File: config.mk
export PLATFORM = sky130hd
export DESIGN_NAME = flash_read_arbiter
export DESIGN_NICKNAME = d
export VERILOG_FILES = /design/src/rtl/flash_arb_pkg.sv /design/src/rtl/flash_arb_priority.sv /design/src/rtl/flash_read_arbiter.sv
export SDC_FILE = /design/constraint.sdc
export NUM_CORES = 1
export LEC_CHECK = 0
export ABC_AREA = 1
export CORE_UTILIZATION = 42
export DETAILED_ROUTE_END_ITERATION = 8
export PLACE_DENSITY = 0.9
export REMOVE_ABC_BUFFERS = 1
export SYNTH_ARGS = -nofsm -noshare
export SYNTH_HDL_FRONTEND = slang
export SYNTH_SLANG_ARGS = --single-unit
File: constraint.sdc
create_clock -name clk -period 6.6 [get_ports clk]
set_input_delay 1.65 -clock clk [delete_from_list [all_inputs] [get_ports clk]]
set_output_delay 1.65 -clock clk [all_outputs]
set_load 0.05 [all_outputs]
File: src/rtl/flash_arb_pkg.sv
`default_nettype none
// ============================================================================
// Module   : flash_arb_pkg
// Purpose  : Shared types for the flash read arbiter (FSM states, owner, widths)
// Revision : 1.0  initial release
// ============================================================================
package flash_arb_pkg;

   typedef enum logic [1:0] {
      IDLE  = 2'd0,
      ISSUE = 2'd1,
      WAIT  = 2'd2,
      RESP  = 2'd3
   } arb_state_t;

   typedef enum logic [1:0] {
      NONE  = 2'd0,
      FETCH = 2'd1,
      LSU   = 2'd2
   } arb_owner_t;

   localparam int STREAK_W = 4;

endpackage
`default_nettype wire

File: src/rtl/flash_arb_priority.sv
`default_nettype none
// ============================================================================
// Module   : flash_arb_priority
// Purpose  : LSU-over-fetch winner selection with a bounded LSU streak
// Revision : 1.0  initial release
// ============================================================================
module flash_arb_priority
   import flash_arb_pkg::*;
#(
   parameter int MAX_LSU_STREAK = 4
) (
   input  logic clk,
   input  logic rst,
   input  logic idle,
   input  logic fetch_req_valid,
   input  logic lsu_req_valid,
   input  logic fetch_flush,
   output logic grant_fetch,
   output logic grant_lsu
);

   localparam logic [STREAK_W-1:0] STREAK_MAX = STREAK_W'(MAX_LSU_STREAK);

   logic [STREAK_W-1:0] streak_q;
   logic [STREAK_W-1:0] streak_d;
   logic                fetch_eligible;

   always_comb begin
      // A redirecting fetch is never granted in the cycle it flushes
      fetch_eligible = idle && fetch_req_valid && !fetch_flush;
      grant_lsu      = idle && lsu_req_valid && !(fetch_eligible && (streak_q == STREAK_MAX));
      grant_fetch    = fetch_eligible && !grant_lsu;

      streak_d = streak_q;
      if (grant_fetch || (idle && !fetch_req_valid)) begin
         streak_d = '0;
      end else if (grant_lsu && fetch_req_valid && (streak_q != STREAK_MAX)) begin
         streak_d = streak_q + STREAK_W'(1);
      end
   end

   always_ff @(posedge clk or posedge rst) begin
      if (rst) begin
         streak_q <= '0;
      end else begin
         streak_q <= streak_d;
      end
   end

endmodule
`default_nettype wire

File: src/rtl/flash_read_arbiter.sv
`default_nettype none
// ============================================================================
// Module   : flash_read_arbiter
// Purpose  : Shares the QSPI flash read port between fetch and LSU, one
//            transaction in flight. FLASH_ARB_PERF_EN adds grant/stall counters.
// Revision : 1.0  initial release
// ============================================================================
module flash_read_arbiter
   import flash_arb_pkg::*;
#(
   parameter int ADDR_WIDTH     = 24,
   parameter int DATA_WIDTH     = 64,
   parameter int MAX_LSU_STREAK = 4
) (
   input  logic                  clk,
   input  logic                  rst,
   input  logic                  fetch_req_valid,
   output logic                  fetch_req_ready,
   input  logic [ADDR_WIDTH-1:0] fetch_req_addr,
   input  logic                  fetch_flush,
   output logic                  fetch_resp_valid,
   output logic [DATA_WIDTH-1:0] fetch_resp_data,
   input  logic                  lsu_req_valid,
   output logic                  lsu_req_ready,
   input  logic [ADDR_WIDTH-1:0] lsu_req_addr,
   output logic                  lsu_resp_valid,
   output logic [DATA_WIDTH-1:0] lsu_resp_data,
   output logic                  flash_req_valid,
   input  logic                  flash_req_ready,
   output logic [ADDR_WIDTH-1:0] flash_req_addr,
   input  logic                  flash_resp_valid,
   input  logic [DATA_WIDTH-1:0] flash_resp_data,
   output logic                  busy
`ifdef FLASH_ARB_PERF_EN
   ,
   output logic [31:0]           perf_fetch_grants,
   output logic [31:0]           perf_lsu_grants,
   output logic [31:0]           perf_fetch_stall
`endif
);

   arb_state_t            state_q, state_d;
   arb_owner_t            owner_q, owner_d;
   logic                  discard_q, discard_d;
   logic [ADDR_WIDTH-1:0] addr_q, addr_d;
   logic [DATA_WIDTH-1:0] data_q, data_d;
   logic                  grant_fetch;
   logic                  grant_lsu;

   flash_arb_priority #(
      .MAX_LSU_STREAK (MAX_LSU_STREAK)
   ) u_prio (
      .clk             (clk),
      .rst             (rst),
      .idle            (state_q == IDLE),
      .fetch_req_valid (fetch_req_valid),
      .lsu_req_valid   (lsu_req_valid),
      .fetch_flush     (fetch_flush),
      .grant_fetch     (grant_fetch),
      .grant_lsu       (grant_lsu)
   );

   always_ff @(posedge clk or posedge rst) begin
      if (rst) begin
         state_q   <= IDLE;
         owner_q   <= NONE;
         discard_q <= 1'b0;
         addr_q    <= '0;
         data_q    <= '0;
      end else begin
         state_q   <= state_d;
         owner_q   <= owner_d;
         discard_q <= discard_d;
         addr_q    <= addr_d;
         data_q    <= data_d;
      end
   end

   always_comb begin
      state_d   = state_q;
      owner_d   = owner_q;
      discard_d = discard_q;
      addr_d    = addr_q;
      data_d    = data_q;
      case (state_q)
         IDLE: begin
            if (grant_lsu) begin
               owner_d   = LSU;
               addr_d    = lsu_req_addr;
               discard_d = 1'b0;
               state_d   = ISSUE;
            end else if (grant_fetch) begin
               owner_d   = FETCH;
               addr_d    = fetch_req_addr;
               discard_d = 1'b0;
               state_d   = ISSUE;
            end
         end
         ISSUE: if (flash_req_ready) state_d = WAIT;
         WAIT: begin
            if (flash_resp_valid) begin
               data_d  = flash_resp_data;
               state_d = RESP;
            end
         end
         RESP: begin
            owner_d   = NONE;
            discard_d = 1'b0;
            state_d   = IDLE;
         end
         default: state_d = IDLE;
      endcase
      // The flash side still finishes a flushed fetch; only its response is dropped
      if ((state_q == ISSUE || state_q == WAIT) && owner_q == FETCH && fetch_flush) begin
         discard_d = 1'b1;
      end
   end

   always_comb begin
      fetch_req_ready  = grant_fetch;
      lsu_req_ready    = grant_lsu;
      flash_req_valid  = (state_q == ISSUE);
      flash_req_addr   = addr_q;
      fetch_resp_valid = (state_q == RESP) && (owner_q == FETCH) && !discard_q && !fetch_flush;
      lsu_resp_valid   = (state_q == RESP) && (owner_q == LSU);
      fetch_resp_data  = data_q;
      lsu_resp_data    = data_q;
      busy             = (state_q != IDLE);
   end

   a_resp_only_in_wait: assert property (@(posedge clk) disable iff (rst)
      flash_resp_valid |-> (state_q == WAIT));

`ifdef FLASH_ARB_PERF_EN
   logic [31:0] perf_fetch_grants_q, perf_fetch_grants_d;
   logic [31:0] perf_lsu_grants_q, perf_lsu_grants_d;
   logic [31:0] perf_fetch_stall_q, perf_fetch_stall_d;

   always_comb begin
      perf_fetch_grants_d = perf_fetch_grants_q + {31'd0, grant_fetch};
      perf_lsu_grants_d   = perf_lsu_grants_q + {31'd0, grant_lsu};
      perf_fetch_stall_d  = perf_fetch_stall_q + {31'd0, (fetch_req_valid && !fetch_req_ready)};
   end

   always_ff @(posedge clk or posedge rst) begin
      if (rst) begin
         perf_fetch_grants_q <= '0;
         perf_lsu_grants_q   <= '0;
         perf_fetch_stall_q  <= '0;
      end else begin
         perf_fetch_grants_q <= perf_fetch_grants_d;
         perf_lsu_grants_q   <= perf_lsu_grants_d;
         perf_fetch_stall_q  <= perf_fetch_stall_d;
      end
   end

   assign perf_fetch_grants = perf_fetch_grants_q;
   assign perf_lsu_grants   = perf_lsu_grants_q;
   assign perf_fetch_stall  = perf_fetch_stall_q;
`endif

endmodule
`default_nettype wire

**After elaboration in Yosys (flattened, before gate mapping)**

Cells that the tools add are included.

- Flip-flop bits (word level): 97

- Muxes and demuxes: 15
- $add $sub $neg: 1
- Reduce and logical (&&, ||, !) cells: 33
- Equality and inequality tests: 11

Operators with widths:

| operator | number |
|---|---|
| 24-bit 2-to-1 mux | 2 |
| 1-bit logical AND | 15 |
| 2-bit 2-to-1 mux | 5 |
| 4-bit 2-to-1 mux | 2 |
| 2-bit one-hot mux with 4 select lines | 1 |
| 2-bit AND reduction | 4 |
| 2-bit nonzero test | 4 |
| 2-bit == test, second input constant | 3 |
| 1-bit zero test | 5 |
| 4-bit by 1-bit adder with 4-bit output, second input constant | 1 |
| 2-bit by 1-bit == test with 1-bit output, second input constant | 2 |
| 4-bit by 3-bit == test with 1-bit output, second input constant | 1 |
| 4-bit by 3-bit inequality test with 1-bit output, second input constant | 1 |
| 4-bit inequality test, second input constant | 1 |
| 2-bit one-hot mux with 2 select lines | 1 |
| 1-bit 2-to-1 mux | 3 |
| 3-bit inequality test, second input constant | 1 |
| 3-bit AND reduction | 1 |
| 3-bit nonzero test | 1 |
| 2-bit zero test | 1 |
| 1-bit logical OR | 2 |
| 2-bit by 1-bit inequality test with 1-bit output, second input constant | 1 |
| 2-bit inequality test, second input constant | 1 |
| 1-bit one-hot mux with 2 select lines | 1 |

**Logic depth before layout (Yosys ltp)**

Gate-level depths: netlist (run 1).

- Depth in word-level cells: 12
- Gate-level depth with buffers: 10

**By module**

Synthesis (run 1) repeated with hierarchy kept, for this count alone.

- Cells, all modules: 618
- Area total of the unflattened synthesis: 4890.9 um^2

By module, submodules not included:

| module | area an instance (um^2) | sequential area each (um^2) | cells an instance | times used |
|---|---|---|---|---|
| flash_read_arbiter | 4570.6 | 2327.2 | 570 | 1 |
| flash_arb_priority | 320.3 | 100.1 | 48 | 1 |

**Least setup slack after synthesis (run 1)**

No wires, ideal clock.

- Path type: in2out
- From: input port fetch_flush
- To: output port fetch_resp_valid
- Stages on the path: 1
- Path buffers: 0
- Data arrival time: 3.203 ns
- Slack: 1.747 ns
- Cell sequence: nor4_1

- Longest elaborated chain between the ends: 2

RTL lines:

| what | RTL line | text |
|---|---|---|
| start: declaration | flash_read_arbiter.sv:20 | `input logic fetch_flush,` |
| 1-bit zero test | flash_read_arbiter.sv:124 | `fetch_resp_valid = (state_q == RESP) && (owner_q == FETCH) && !discard_q && !fetch_flush;` |
| 1-bit logical AND | flash_read_arbiter.sv:124 |  |
| end: declaration | flash_read_arbiter.sv:21 | `output logic fetch_resp_valid,` |

No other way between the ends.

**Worst setup path after layout (run 1)**

- From: input port fetch_flush
- To: output port fetch_req_ready

- Longest elaborated chain between the ends: 7

RTL lines:

| what | RTL line | text |
|---|---|---|
| 1-bit zero test * | flash_arb_priority.sv:30 | `fetch_eligible = idle && fetch_req_valid && !fetch_flush;` |
| 1-bit logical AND * | flash_arb_priority.sv:30 |  |
| 1-bit logical AND | flash_arb_priority.sv:31 | `grant_lsu = idle && lsu_req_valid && !(fetch_eligible && (streak_q == STREAK_MAX));` |
| 1-bit zero test | flash_arb_priority.sv:31 |  |
| 1-bit logical AND | flash_arb_priority.sv:31 |  |
| 1-bit zero test | flash_arb_priority.sv:32 | `grant_fetch = fetch_eligible && !grant_lsu;` |
| 1-bit logical AND * | flash_arb_priority.sv:32 |  |
| end: declaration | flash_read_arbiter.sv:18 | `output logic fetch_req_ready,` |

Mark *: on every way between the ends. The rest lies on a longest branch, timed or not.

==> impl_metrics.py, run 1 <==
metrics = {
    "sta": {
        "slew_headroom": 0.462,
        "worstMarginPinSlew_ns": 0.807,
        "final-hold-violation-count": 0,
        "skew_ns": 0.00401,
        "period_share": 0.898,
        "fin_crit_ns": 5.93,
        "fmax_mhz": 169,
        "grt_setup_unrepaired": "false",
        "setup_tns_ns": 0,
        "setup_violations": 0,
        "slew_viol_final": 0,
    },
    "drt": {
        "drt-initial-drc-count": 161,
        "wirelength_um": 14200,
        "drc": 0,
        "vias": 4116,
        "firstDrtPassIters": 4,
        "vias_per_cell": 4.86,
        "detail-route-antenna-nets": 0,
        "wl_per_cell_um": 16.7,
    },
    "placed_design": {
        "hpwl_um": 11000,
        "gp_congestion": 0.930,
        "portBuffers": 276,
    },
    "floorplanning": {
        "dieArea_um2": 12100,
        "die_h_um": 110,
        "row_count": 39,
        "core_um2": 11400,
        "pin_count": 277,
        "die_x_um": 110,
        "start_util": 0.430,
    },
    "layout": {
        "final_nets": 824,
        "syn_to_final_growth_pct": 55.0,
        "drive_above_1_share": 0.132,
        "final_cell_mix": "clkdlybuf4s50_1 (276), dfrtp_1 (97), nand3_1 (80)",
        "diodes": 0,
        "layout_commonest_cell": "clkdlybuf4s50_1",
        "fillers": 866,
    },
    "grt": {
        "grt_pass1_wl_um": 21100,
        "grt_start_max_net_pins": 65,
        "overflow": 0,
        "track_usage": 0.233,
        "first_global_vias": 4062,
        "antenna_found_initial": 0,
    },
    "synth": {
        "synth.avg_cell_area_um2": 9.91,
        "yosys_warnings": 0,
        "synthCells": 493,
        "ys_ff_latch": 97,
        "netlist_area_um2": 4890,
        "synth_seq_area_share": 0.497,
        "yosys.cell_types.count": 23,
    },
    "setup_path": {
        "cp-end-kind": "output pin",
        "cp_max_fo": 26,
        "timing.rr.end": "u_prio.streak_q[3]$_DFFE_PP0P_",
        "endpoint": "fetch_req_ready",
        "r2r_cells": 7,
        "cpPeakStageDelay_ns": 0.80,
        "r2r_start": "state_q[0]$_DFFE_PP0P_",
        "reg2reg_slack_ns": 4.17,
        "required_ns": 4.95,
        "path_cells": "clkdlybuf4s50_1 -> inv_1 -> nand3_2 -> nand2_2 -> nand2_1 -> inv_1 -> clkdlybuf4s50_1",
        "start_kind": "primary input",
        "path_class": "primary input to output pin",
        "cp_slowest_cell": "clkdlybuf4s50_1",
        "arrival_ns": 4.28,
        "critPathLaunch": "fetch_flush",
    },
    "clock_network": {
        "post_cts_buffers": 0,
        "path_clk_slew_ns": 0.06,
        "clock_sinks": 97,
        "clock_latency_ns": 0.33,
        "cts_buffer_depth": 2,
        "h-tree-depth": 3,
        "ctsResizeCount": 0,
        "root_buffer": "clkbuf_16",
        "cts_inserted_buffers": 9,
        "cts_tree": "built",
        "holdBufCountCts": 0,
    },
    "worst_hold_path": {
        "hold_path_class": "flip-flop to flip-flop",
    },
    "outcome": {
        "status": "finished clean",
    },
    "flow_run": {
        "drv_cap": 0,
    },
}
==> worst min path at each step <==
stage / depth (start not counted) / startpoint / slack (ns) / endpoint
2_1_floorplan: 2 / discard_q$_DFFE_PP0P_ / 0.45 / discard_q$_DFFE_PP0P_
3_3_place_gp: 2 / discard_q$_DFFE_PP0P_ / 0.48 / discard_q$_DFFE_PP0P_
3_5_place_dp: 2 / flash_req_addr[18]$_DFFE_PP0P_ / 0.50 / flash_req_addr[18]$_DFFE_PP0P_
4_1_cts: 2 / owner_q[1]$_DFFE_PP0P_ / 0.52 / owner_q[1]$_DFFE_PP0P_
5_1_grt: 2 / flash_req_addr[18]$_DFFE_PP0P_ / 0.54 / flash_req_addr[18]$_DFFE_PP0P_
6_report: 2 / owner_q[1]$_DFFE_PP0P_ / 0.51 / owner_q[1]$_DFFE_PP0P_
==> kinds of logic (layout without fill, tap and decap cells) <==
| family | Yosys count | count (layout) | synth area share |
|---|---|---|---|
| AO/OA/AOI/OAI | 5 | 5 | 0.00538 |
| XOR/XNOR | 1 | 1 | 0.00179 |
| adder cells (fa/ha/maj) | 6 | 6 | 0.0154 |
| buffers and inverters | 151 | 362 | 0.173 |
| flip-flops | 97 | 97 | 0.497 |
| multiplexers | 64 | 64 | 0.148 |
| AND/OR/NAND/NOR | 169 | 169 | 0.160 |
==> registers in the layout, indices dropped and copies added (netlist names) <==
register	flops
fetch_resp_data	64
flash_req_addr	24
u_prio.streak_q	4
owner_q	2
state_q	2
discard_q	1
==> metal layers <==
layer,global-route usage,wire (um),vias to the layer above
li1,-,-,1924
met1,0.260,5150,1946
met2,0.424,7380,217
met3,0.0510,1220,29
met4,0.104,430,0
met5,0,0,-
==> per-stage QoR <==
step	utilization	area (um^2)	instances	worst slack (ns)	hold slack, ns
floorplan	-	4300	410	1.75	0.453
finish	0.666	7570	847	0.674	0.513
CTS	0.666	7570	847	0.680	0.516
global placement	0.638	7250	831	0.791	0.480
detailed placement	0.638	7250	831	0.685	0.500
global route	0.666	7570	847	0.483	0.541
==> synthesized netlist by cell type, drive strengths merged <==
cell | count | share of area
o22ai | 1 | 0.0013
inv | 68 | 0.052
nand3 | 81 | 0.084
dfrtp | 97 | 0.50
nor3 | 1 | 0.0010
nand2 | 78 | 0.066
buf | 79 | 0.12
a21oi | 1 | 0.0010
nor4 | 1 | 0.0013
o21ai | 3 | 0.0031
nor2 | 8 | 0.0077
ha | 6 | 0.015
mux2 | 64 | 0.15
clkbuf | 4 | 0.0031
xor2 | 1 | 0.0018
==> worst max-delay path: cells and delay by family <==
| family | cells | cell delay, ns |
|---|---|---|
| AND/OR/NAND/NOR | 3 | 1.16 |
| buffers and inverters | 4 | 1.46 |
==> area by class of cell <==
class	count	area (um^2)	share of cell area
flip-flops and latches	97	2430	0.321
clock inverters	4	50.0	0.00661
well taps	143	179	0.0236
clock buffers	12	267	0.0352
inverters	68	258	0.0340
repair buffers	278	2780	0.367
multi-input cells	245	1610	0.213
Power of run 1 is not shown: default switching activity piles up to over one toggle a cycle in this logic, so the estimate is an artifact.
==> run 2, diff against run 1 <==
CTS_BUF_LIST = sky130_fd_sc_hd__clkbuf_16   (was not set)
==> run 2 against run 1 <==
  * Global-route usage decreased by 0.086 points
  * Routed wire length decreased by 0.52%
  * Register-to-register slack about the same
  * Final cell count unchanged
  * Clock skew about the same
  * First-iteration DRC count increased by 7.5%
  * Worst setup slack improved by 0.0055 ns
  * Non-clock buffer count unchanged
  * Critical path type unchanged
  * Critical endpoint unchanged
==> impl_metrics.py, run 2 (same netlist as run 1, synthesis figures left out) <==
metrics = {
    "sta": {
        "slew_headroom": 0.465,
        "skew_ns": 0.00383,
        "final-hold-violation-count": 0,
        "period_share": 0.897,
        "fin_crit_ns": 5.92,
        "slew_viol_final": 0,
        "setup_tns_ns": 0,
        "grt_setup_unrepaired": "false",
        "worstMarginPinSlew_ns": 0.803,
        "fmax_mhz": 169,
        "setup_violations": 0,
    },
    "worst_hold_path": {
        "hold_path_class": "flip-flop to flip-flop",
        "whs_path_depth": 2,
    },
    "floorplanning": {
        "core_um2": 11400,
        "start_util": 0.430,
        "pin_count": 277,
        "die_h_um": 110,
        "row_count": 39,
        "die_x_um": 110,
        "dieArea_um2": 12100,
    },
    "setup_path": {
        "path_class": "primary input to output pin",
        "r2r_cells": 7,
        "cp-end-kind": "output pin",
        "arrival_ns": 4.27,
        "start_kind": "primary input",
        "cp_max_fo": 26,
        "required_ns": 4.95,
    },
    "grt": {
        "first_global_vias": 4079,
        "track_usage": 0.232,
        "grt_pass1_wl_um": 21100,
        "overflow": 0,
        "antenna_found_initial": 0,
        "grt_start_max_net_pins": 65,
    },
    "layout": {
        "diodes": 0,
        "final_cell_mix": "clkdlybuf4s50_1 (276), dfrtp_1 (97), nand3_1 (80)",
        "syn_to_final_growth_pct": 54.3,
        "multiInputGateArea_um2": 1610,
        "seqCellArea_um2": 2430,
        "fillers": 870,
        "post-route-util": 0.663,
        "layout_commonest_cell": "clkdlybuf4s50_1",
        "largest_reg_flops": 64,
        "final_nets": 824,
        "drive_above_1_share": 0.128,
    },
    "clock_network": {
        "cts_buffer_depth": 2,
        "clock_latency_ns": 0.33,
        "path_clk_slew_ns": 0.06,
        "root_buffer": "clkbuf_16",
        "h-tree-depth": 3,
        "cts_tree": "built",
        "holdBufCountCts": 0,
        "cts_inserted_buffers": 9,
        "ctsResizeCount": 0,
        "post_cts_buffers": 0,
        "clock_sinks": 97,
    },
    "placed_design": {
        "hpwl_um": 11000,
        "gp_congestion": 0.930,
        "portBuffers": 276,
    },
    "drt": {
        "firstDrtPassIters": 4,
        "vias": 4101,
        "detail-route-antenna-nets": 0,
        "wl_per_cell_um": 16.6,
        "drt-initial-drc-count": 173,
        "drc": 0,
        "wirelength_um": 14100,
        "vias_per_cell": 4.84,
    },
    "outcome": {
        "status": "finished clean",
    },
    "flow_run": {
        "drv_cap": 0,
    },
}
==> run 2: cell count changes in the layout (fill, tap and decap cells not counted), sizes merged <==
cell,change
clkbuf,-3
clkinv,+3
==> run 2: worst max-delay path, cell delays in order <==
cell             delay (ns)
clkdlybuf4s50_1        0.48
inv_1                  0.10
nand3_2                0.40
nand2_2                0.57
nand2_1                0.18
inv_1                  0.08
clkdlybuf4s50_1        0.80
==> run 2: routing by layer <==
layer  vias up  global-route usage  routed length [um]
met5         -                   0                   0
met4         0               0.109                 478
met3        33              0.0510                1170
met2       191               0.420                7320
met1      1956               0.258                5130
li1       1921                   -                   -
==> run 2: final cells by class <==
cell class              count  share of cell area
repair buffers            278               0.368
well taps                 143              0.0237
clock buffers               9              0.0299
multi-input cells         245               0.214
flip-flops and latches     97               0.322
clock inverters             7             0.00813
inverters                  68              0.0342
==> run 2: per-stage QoR <==
stage	hold slack, ns	std cells	area [um^2]	worst slack (ns)
final	0.513	847	7540	0.680
after floorplan	0.453	410	4300	1.75
after global routing	0.541	847	7540	0.483
after detailed placement	0.500	831	7250	0.685
after global placement	0.480	831	7250	0.791
after CTS	0.516	847	7540	0.680
==> run 2: final timing paths <==
kind | start | end | slack, ns
min | owner_q[1]$_DFFE_PP0P_ | owner_q[1]$_DFFE_PP0P_ | 0.51
max reg2reg | state_q[0]$_DFFE_PP0P_ | u_prio.streak_q[3]$_DFFE_PP0P_ | 4.17
max in group asynchronous | rst | fetch_resp_data[47]$_DFFE_PP0P_ | 3.80
max | fetch_flush | fetch_req_ready | 0.68
min in group asynchronous | rst | fetch_resp_data[41]$_DFFE_PP0P_ | 1.73
min reg2reg | owner_q[1]$_DFFE_PP0P_ | owner_q[1]$_DFFE_PP0P_ | 0.51
Power of run 2 is left out for the same reason.
==> run 3, diff against run 2 <==
CTS_CLUSTER_DIAMETER = 120   (was not set)
HOLD_SLACK_MARGIN = 0.06   (was not set)
==> results of run 3 <==
Same layout as run 2: the final DEF is identical, and so are final timing and power.
Power of run 3 is left out for the same reason.
==> variant: new RTL, config.mk and constraints of run 2 <==
Encoding of `arb_state_t`: now one-hot (4 bits for 4 states).
--- a/src/rtl/flash_arb_pkg.sv
+++ b/src/rtl/flash_arb_pkg.sv
@@ -8,7 +8,7 @@
 
-   typedef enum logic [1:0] {
-      IDLE  = 2'd0,
-      ISSUE = 2'd1,
-      WAIT  = 2'd2,
-      RESP  = 2'd3
+   typedef enum logic [3:0] {
+      IDLE  = 4'b0001,
+      ISSUE = 4'b0010,
+      WAIT  = 4'b0100,
+      RESP  = 4'b1000
    } arb_state_t;
Behaviour: no difference found for any inputs over 10 cycles, from zero or initial values and one cycle with rst high; not proved beyond that.
==> variant against run 2 <==
  * Sequential cell count is 2 higher
  * Register-to-register slack better by 0.03 ns
  * Final area is 2.7% higher
  * Die area is 6.2% higher
  * Setup slack better by 0.45 ns
  * Wire length is 4.7% lower
  * Synthesized area is 6.3% higher
  * Critical path depth is 1 higher
Power is not shown: default switching activity piles up to over one toggle a cycle in this logic, so the estimate is an artifact.
==> variant: results (changes against run 2) <==
stage;metric;value;unit;change
yosys;synth_cell_types;30;;+30%
cts;clockBufferDepth;2;;unchanged
yosys;synth-seq-area-share;47.7;%;-2.0 points
cts;clock_latency;0.35;ns;+0.02 ns
placement;placed_cells;844;;+1.6%
route;drtPass1Iterations;5;;+1
route;routed_wl;13400;um;-4.7%
finish;layout.nets;829;;+0.61%
global_routing;grt_max_degree;61;;-6.2%
cts;cts_setup_buffers;0;;unchanged
global_routing;grt_pass1_wl;21000;um;-0.13%
yosys;ys.warnings.count;0;;unchanged
finish;syn_to_final_growth;49.1;%;
critical_path;path_delay_family;buffers and inverters;;
run_status;status;complete, no violations;;
critical_path;cp.arrival;3.82;ns;-0.45 ns
critical_path;crit_slowest_cell;clkdlybuf4s50_1;;
route;via_per_inst;4.66;;-3.8%
cts;ctsRootBufferMaster;clkbuf_16;;
finish;largest_register_ffs;64;;unchanged
timing;slew_headroom;45.6;%;-0.88 points
placement;place_ws;1.15;ns;+0.466 ns
placement;place.gp.congestion;0.821;;-12%
placement;placed_cell_area;7480;um2;+3.1%
yosys;avgSynthCellArea;10.5;um2;+5.5%
critical_path;cpPeakStageDelay;0.79;ns;
global_routing;grt_pass1_vias;4175;;+2.4%
critical_path;critPathMaxFanout;30;;+15%
finish;drive_above_1_share;14.7;%;+1.9 points
global_routing;track_usage;21.2;%;-2.0 points
placement;dp_hpwl;10400;um;-5.4%
finish;final_cells;860;;+1.5%
route;dr.first_iter.drc_count;172;;-0.58%
yosys;synth_area_leaders;dfrtp_1, mux2_4, buf_4;;
yosys;synthTopCellsByCount;nand2_1, dfrtp_1, buf_4, inv_1, mux2_4;;
timing;fin_skew;0.00566;ns;+0.00183 ns
cts;cts_buffers;9;;unchanged
finish;antennaDiodeCount;0;;unchanged
finish;fillers;936;;+7.6%
-- variant: per-layer routing --
layer	vias to the layer above	global-route usage (%)	routed length [um]
met5	-	0	0
met4	0	6.75	211
met3	18	5.14	698
met2	142	39.2	7290
met1	1949	24.0	5230
li1	1895	-	-
-- variant: logic make-up (layout without fill, tap and decap cells) --
kind of cell             count (synthesis)  in the layout  share of synthesized area (%)
buffers and inverters                  147            363                           18.2
XOR/XNOR                                 1              1                          0.169
flip-flops                              99             99                           47.7
multiplexers                            64             64                           17.4
adder cells (fa/ha/maj)                  2              2                          0.482
AND/OR/NAND/NOR                        177            177                           15.3
AO/OA/AOI/OAI                            7              7                          0.746
-- variant: worst paths after layout --
path | end | from | cells after the start | slack, ns
setup / recovery | fetch_req_ready | fetch_req_valid | 8 | 1.13
hold / removal | flash_req_addr[10] | flash_req_addr[10] | 2 | 0.48
setup reg to reg | fetch_resp_data[57] | state_q[1] | 5 | 4.20
hold reg to reg | flash_req_addr[10] | flash_req_addr[10] | 2 | 0.48
max in group asynchronous | fetch_resp_data[17] | rst | 3 | 3.80
min in group asynchronous | fetch_resp_data[61] | rst | 2 | 1.69
-- variant: layout make-up --
type,instances,share of cell area [%]
repair buffers,280,36.1
inverters,67,3.31
flip-flops and latches,99,32.0
clock buffers,9,2.91
multi-input cells,251,22.9
clock inverters,7,0.469
well taps,147,2.38
-- variant: tightest hold or removal path: stages, from the launching register on --
cell and delay, ns:
dfrtp_1 0.34, nand2_1 0.05, nand2_1 0.05
